### src/rtl/ic_tag_ecc_wr_arb_if.sv
// Tag-write arbiter bus: init control, refill/fix requesters, external ECC encoder and tag RAM write port.
interface ic_tag_ecc_wr_arb_if;
  logic        init_start;
  logic        init_busy;
  logic        refill_req;
  logic [7:0]  refill_addr;
  logic [20:0] refill_tag;
  logic        refill_ack;
  logic        fix_req;
  logic [7:0]  fix_addr;
  logic [20:0] fix_tag;
  logic        fix_ack;
  logic [20:0] enc_data;
  logic [7:0]  enc_addr;
  logic [6:0]  enc_ecc;
  logic        tag_we;
  logic [7:0]  tag_waddr;
  logic [27:0] tag_wdata;

  modport slave (
    input  init_start, refill_req, refill_addr, refill_tag,
           fix_req, fix_addr, fix_tag, enc_ecc,
    output init_busy, refill_ack, fix_ack, enc_data, enc_addr,
           tag_we, tag_waddr, tag_wdata
  );

  modport master (
    output init_start, refill_req, refill_addr, refill_tag,
           fix_req, fix_addr, fix_tag, enc_ecc,
    input  init_busy, refill_ack, fix_ack, enc_data, enc_addr,
           tag_we, tag_waddr, tag_wdata
  );
endinterface

### src/rtl/ic_tag_ecc_wr_arb.sv
// Tag RAM write arbiter: init sweep after reset/init_start, then fix-over-refill priority,
// ECC encoded in the grant cycle and written one cycle later.
module ic_tag_ecc_wr_arb (
  input logic                   clk,
  input logic                   rst_a,
  ic_tag_ecc_wr_arb_if.slave    bus
);

  typedef enum logic {INIT, RUN} state_t;

  state_t     state, state_nxt;
  logic [7:0] cnt, cnt_nxt;
  logic       grant;

  always_ff @(posedge clk) begin
    if (rst_a) begin
      state <= INIT;
      cnt   <= 8'h00;
    end else begin
      state <= state_nxt;
      cnt   <= cnt_nxt;
    end
  end

  always_comb begin
    state_nxt      = state;
    cnt_nxt        = cnt;
    grant          = 1'b0;
    bus.fix_ack    = 1'b0;
    bus.refill_ack = 1'b0;
    bus.enc_data   = 21'h0;
    bus.enc_addr   = 8'h00;
    case (state)
      INIT: begin
        // init_start is deliberately not looked at here: a running sweep never restarts
        grant        = 1'b1;
        bus.enc_addr = cnt;
        cnt_nxt      = cnt + 8'h01;
        if (cnt == 8'hFF) state_nxt = RUN;
      end
      RUN: begin
        if (bus.fix_req) begin
          grant        = 1'b1;
          bus.fix_ack  = 1'b1;
          bus.enc_data = bus.fix_tag;
          bus.enc_addr = bus.fix_addr;
        end else if (bus.refill_req) begin
          grant          = 1'b1;
          bus.refill_ack = 1'b1;
          bus.enc_data   = bus.refill_tag;
          bus.enc_addr   = bus.refill_addr;
        end
        if (bus.init_start) begin
          state_nxt = INIT;
          cnt_nxt   = 8'h00;
        end
      end
      default: state_nxt = INIT;
    endcase
    // a grant taken during reset would be lost anyway, so never report it
    if (rst_a) begin
      grant          = 1'b0;
      bus.fix_ack    = 1'b0;
      bus.refill_ack = 1'b0;
    end
  end

  assign bus.init_busy = (state == INIT);

  always_ff @(posedge clk) begin
    if (rst_a) begin
      bus.tag_we    <= 1'b0;
      bus.tag_waddr <= 8'h00;
      bus.tag_wdata <= 28'h0;
    end else begin
      bus.tag_we <= grant;
      if (grant) begin
        bus.tag_waddr <= bus.enc_addr;
        bus.tag_wdata <= {bus.enc_ecc, bus.enc_data};
      end
    end
  end

endmodule

### src/flat_wrapper.sv
// flat-port wrapper written by rule: the top's interface ports become plain ports
module ic_tag_ecc_wr_arb_flat 
  (clk, rst_a, bus_init_start, bus_refill_req, bus_refill_addr, bus_refill_tag, bus_fix_req, bus_fix_addr, bus_fix_tag, bus_enc_ecc, bus_init_busy, bus_refill_ack, bus_fix_ack, bus_enc_data, bus_enc_addr, bus_tag_we, bus_tag_waddr, bus_tag_wdata);
  ic_tag_ecc_wr_arb_if bus_i ();
  input logic clk;
  input logic rst_a;
  input wire logic [$bits(bus_i.init_start)-1:0] bus_init_start;
  input wire logic [$bits(bus_i.refill_req)-1:0] bus_refill_req;
  input wire logic [$bits(bus_i.refill_addr)-1:0] bus_refill_addr;
  input wire logic [$bits(bus_i.refill_tag)-1:0] bus_refill_tag;
  input wire logic [$bits(bus_i.fix_req)-1:0] bus_fix_req;
  input wire logic [$bits(bus_i.fix_addr)-1:0] bus_fix_addr;
  input wire logic [$bits(bus_i.fix_tag)-1:0] bus_fix_tag;
  input wire logic [$bits(bus_i.enc_ecc)-1:0] bus_enc_ecc;
  output wire logic [$bits(bus_i.init_busy)-1:0] bus_init_busy;
  output wire logic [$bits(bus_i.refill_ack)-1:0] bus_refill_ack;
  output wire logic [$bits(bus_i.fix_ack)-1:0] bus_fix_ack;
  output wire logic [$bits(bus_i.enc_data)-1:0] bus_enc_data;
  output wire logic [$bits(bus_i.enc_addr)-1:0] bus_enc_addr;
  output wire logic [$bits(bus_i.tag_we)-1:0] bus_tag_we;
  output wire logic [$bits(bus_i.tag_waddr)-1:0] bus_tag_waddr;
  output wire logic [$bits(bus_i.tag_wdata)-1:0] bus_tag_wdata;
  assign bus_i.init_start = bus_init_start;
  assign bus_i.refill_req = bus_refill_req;
  assign bus_i.refill_addr = bus_refill_addr;
  assign bus_i.refill_tag = bus_refill_tag;
  assign bus_i.fix_req = bus_fix_req;
  assign bus_i.fix_addr = bus_fix_addr;
  assign bus_i.fix_tag = bus_fix_tag;
  assign bus_i.enc_ecc = bus_enc_ecc;
  assign bus_init_busy = bus_i.init_busy;
  assign bus_refill_ack = bus_i.refill_ack;
  assign bus_fix_ack = bus_i.fix_ack;
  assign bus_enc_data = bus_i.enc_data;
  assign bus_enc_addr = bus_i.enc_addr;
  assign bus_tag_we = bus_i.tag_we;
  assign bus_tag_waddr = bus_i.tag_waddr;
  assign bus_tag_wdata = bus_i.tag_wdata;
  ic_tag_ecc_wr_arb u_core (.clk(clk), .rst_a(rst_a), .bus(bus_i));
endmodule
### config.mk
export PLATFORM = sky130hd
export DESIGN_NAME = ic_tag_ecc_wr_arb_flat
export DESIGN_NICKNAME = d
export VERILOG_FILES = /design/src/rtl/ic_tag_ecc_wr_arb_if.sv /design/src/rtl/ic_tag_ecc_wr_arb.sv /design/src/flat_wrapper.sv
export SDC_FILE = /design/constraint.sdc
export NUM_CORES = 1
export LEC_CHECK = 0
export CAP_MARGIN = 25
export CELL_PAD_IN_SITES_DETAIL_PLACEMENT = 0
export CELL_PAD_IN_SITES_GLOBAL_PLACEMENT = 1
export CORE_MARGIN = 4
export CORE_UTILIZATION = 29
export DETAILED_ROUTE_END_ITERATION = 8
export PLACE_DENSITY_LB_ADDON = 0.1
export SYNTH_ARGS = -nofsm -noshare
export SYNTH_HDL_FRONTEND = slang
export SYNTH_SLANG_ARGS = --single-unit
### constraint.sdc
create_clock -name clk -period 4.5 [get_ports clk]
set_clock_uncertainty 0.15 [all_clocks]
set_input_delay 0.45 -clock clk [delete_from_list [all_inputs] [get_ports clk]]
set_output_delay 0.45 -clock clk [all_outputs]
set_load 0.1 [all_outputs]
==> flow_metrics.py <==
metrics = {
    "floorplan": {
        "io_pins": 139,
        "fp.coreArea_um2": 8760,
        "num_rows": 34,
        "die_w_um": 103,
        "initial_utilization": 0.300,
        "dieHeight_um": 103,
        "die_area_um2": 10700,
    },
    "job": {
        "drv_cap": 0,
    },
    "layout": {
        "area_growth_pct": 53.7,
        "multiInputGateArea_um2": 1530,
        "antenna_cells": 0,
        "nets": 542,
        "num-fill-cells": 903,
        "seq_area_um2": 921,
        "drive_gt1_frac": 0.108,
    },
    "clock_network": {
        "cts_made_buffers": 5,
        "ctsResizeCount": 0,
        "cts.sinks": 46,
        "cts_tree": "yes",
        "clockBufferDepth": 2,
        "postCtsHoldBufs": 0,
        "clk_pin_slew_worst_paths_ns": 0.09,
        "cts_max_level": 2,
        "post_cts.repair.setup_buffers": 0,
        "insertion_delay_ns": 0.30,
        "root_buffer": "clkbuf_8",
    },
    "route": {
        "wirelength_mm": 8.53,
        "drcViolationCount": 0,
        "drt-pass1-iter-count": 4,
        "wl_per_cell_um": 14.7,
        "vias": 2832,
        "drtIter0Drc": 89,
        "drt.antenna.violating_nets": 0,
        "via_per_inst": 4.88,
    },
    "hold_path": {
        "hold_class": "flip-flop to flip-flop",
    },
    "sta": {
        "worst_pin_slew_ns": 1.02,
        "finalCritPeriodShare": 0.652,
        "max_freq_ghz": 0.341,
        "period_needed_ns": 2.94,
        "finalSetupViolCount": 0,
        "rsz0062_at_grt": "false",
        "whs_ns": 0.359,
        "hold_violations": 0,
        "tns_ns": 0,
        "timing.slew.headroom": 0.317,
        "slew_viol_final": 0,
    },
    "grt": {
        "grt_pass1_wl_mm": 13.4,
        "antenna_found_initial": 0,
        "grt_max_degree": 50,
        "grt_use_total": 0.157,
        "grt_pass1_vias": 2617,
        "grt_overflow": 0,
    },
    "power_and_ir_drop": {
        "p_int_w": 0.000639,
        "comb_power_share": 0.253,
        "p_sw_w": 0.000296,
        "switching_share": 0.316,
        "clkPwrFrac": 0.290,
        "p_seq_frac": 0.457,
        "power_density_nw_per_um2": 231,
        "p_leak_nw": 1.52,
        "vdd_drop_max_uv": 165,
    },
    "logic_synthesis": {
        "synth_area_um2": 2630,
        "syn_avg_cell_area_um2": 7.48,
        "yosysSeqAreaShare": 0.350,
        "ys_seq_elements": 46,
        "synth_cell_types": 33,
        "synth_fp_nets": 423,
        "ys_warn_count": 0,
        "syn_inst": 352,
    },
    "placement": {
        "gp_congestion": 0.774,
        "io_buffers": 138,
        "dpl.hpwl_mm": 6.13,
    },
    "setup_path": {
        "crit_path_end_kind": "output pin",
        "worst-endpoint-required_ns": 3.90,
        "worst_ep_arrival_time_ns": 2.34,
        "cp-start-kind": "flip-flop",
        "timing_worst_setup_path_type": "flip-flop to output pin",
        "cp_max_fo": 14,
    },
    "run_status": {
        "outcome": "finished clean",
    },
}
[cells by family (layout without fill, tap and decap cells)]
| kind of cell | after synthesis | after routing | share of synthesized area |
|---|---|---|---|
| compound gates | 104 | 104 | 0.246 |
| flops | 46 | 46 | 0.350 |
| fa+ha+maj | 1 | 1 | 0.00475 |
| mux | 7 | 7 | 0.0266 |
| buf+inv | 34 | 154 | 0.0680 |
| simple gates | 160 | 160 | 0.305 |
[through the flow]
step / cells / total power (W) / setup slack, ns / instance area [µm²] / util
4_1_cts: 580 / 0.000947 / 1.50 / 4050 / 0.462
6_report: 580 / 0.000935 / 1.56 / 4050 / 0.462
3_5_place_dp: 572 / 0.000674 / 1.73 / 3950 / 0.451
2_1_floorplan: 352 / 0.000580 / 0.765 / 2630 / -
5_1_grt: 580 / 0.000985 / 1.42 / 4050 / 0.462
3_3_place_gp: 571 / 0.000671 / 1.71 / 3920 / 0.448
[cell type report]
| class | count | area share |
|---|---|---|
| Clock buffer | 6 | 0.0204 |
| Tap cell | 108 | 0.0334 |
| Sequential cell | 46 | 0.228 |
| Multi-Input combinational cell | 272 | 0.379 |
| Inverter | 3 | 0.00278 |
| Clock inverter | 2 | 0.00309 |
| Timing Repair Buffer | 143 | 0.334 |
[sequential cells by signal, summed over array words and instances, names as in the netlist]
name                  flops
u_core.bus.tag_we         1
u_core.cnt                8
u_core.bus.tag_wdata     28
u_core.state              1
u_core.bus.tag_waddr      8
[cell usage after synthesis]
| cell | instances | area, µm² |
|---|---|---|
| nor3b_2 | 1 | 12.5 |
| nor3b_1 | 1 | 7.51 |
| buf_1 | 1 | 3.75 |
| nor2b_1 | 9 | 56.3 |
| nand3_1 | 8 | 40.0 |
| dfxtp_1 | 46 | 921 |
| o21ai_0 | 27 | 135 |
| o211ai_1 | 1 | 7.51 |
| buf_6 | 1 | 11.3 |
| clkbuf_1 | 10 | 37.5 |
| nand4_2 | 1 | 12.5 |
| o32ai_1 | 7 | 61.3 |
| buf_2 | 11 | 55.1 |
| mux2i_1 | 7 | 70.1 |
| a21o_1 | 21 | 158 |
| a31oi_1 | 10 | 62.6 |
| nand2b_1 | 23 | 144 |
| buf_4 | 8 | 60.1 |
| o21ba_2 | 1 | 10.0 |
| and2_1 | 22 | 138 |
| inv_1 | 3 | 11.3 |
| nor2b_2 | 1 | 8.76 |
| ha_1 | 1 | 12.5 |
| nand3b_1 | 2 | 15.0 |
| a2bb2oi_1 | 1 | 8.76 |
| nand2_1 | 58 | 218 |
| a211oi_1 | 7 | 52.6 |
| a31oi_2 | 1 | 12.5 |
| nand4_1 | 3 | 18.8 |
| a21oi_1 | 28 | 140 |
| or3_1 | 4 | 25.0 |
| nand4b_1 | 1 | 8.76 |
| nor2_1 | 26 | 97.6 |
[layer usage]
metal  part of all wire  vias to the layer above  wire length, µm  global-route usage
met1               0.46                     1286             3930               0.214
met4              0.012                        0              102              0.0428
met5                  0                        -                0                   0
li1                   -                     1446                -                   -
met2               0.45                       91             3860               0.251
met3              0.075                        9              638              0.0355
[cells in the final DEF (no fill, tap or decap), types with 2 or more instances in the layout]
cell / count
buf_4: 35
nor2_1: 26
o32ai_1: 7
mux2i_1: 7
a21oi_1: 28
dfxtp_1: 46
nand2b_1: 23
nand3_1: 8
clkdlybuf4s50_1: 105
or3_1: 4
a21o_1: 21
inv_1: 3
nand4_1: 3
nand3b_1: 2
buf_2: 2
nor2b_1: 9
a31oi_1: 10
a211oi_1: 7
o21ai_0: 27
clkbuf_8: 6
nand2_1: 58
and2_1: 22
[critical path, cell delays in order, from the launching register on]
cell and delay [ns]:
dfxtp_1 0.45, inv_1 0.37, clkdlybuf4s50_1 1.21
[path summary, 6_finish.rpt]
path	startpoint	end	slack, ns	depth (start not counted)
worst max-delay path	u_core.state$_SDFF_PP0_	bus_init_busy	1.56	2
worst min register to register	u_core.bus.tag_wdata[25]$_SDFFE_PP0P_	u_core.bus.tag_wdata[25]$_SDFFE_PP0P_	0.36	2
worst max register to register	u_core.state$_SDFF_PP0_	u_core.cnt[4]$_SDFFE_PP0P_	2.60	4
worst min-delay path	u_core.bus.tag_wdata[25]$_SDFFE_PP0P_	u_core.bus.tag_wdata[25]$_SDFFE_PP0P_	0.36	2
[power groups by stage]
stage	registers, W	clock network [W]	logic (W)
4_1_cts	0.000428	0.000282	0.000238
2_1_floorplan	0.000478	0	0.000102
3_3_place_gp	0.000437	0	0.000234
6_report	0.000428	0.000271	0.000236
5_1_grt	0.000429	0.000301	0.000255
3_5_place_dp	0.000437	0	0.000237
(Power assumes the default switching activity.)
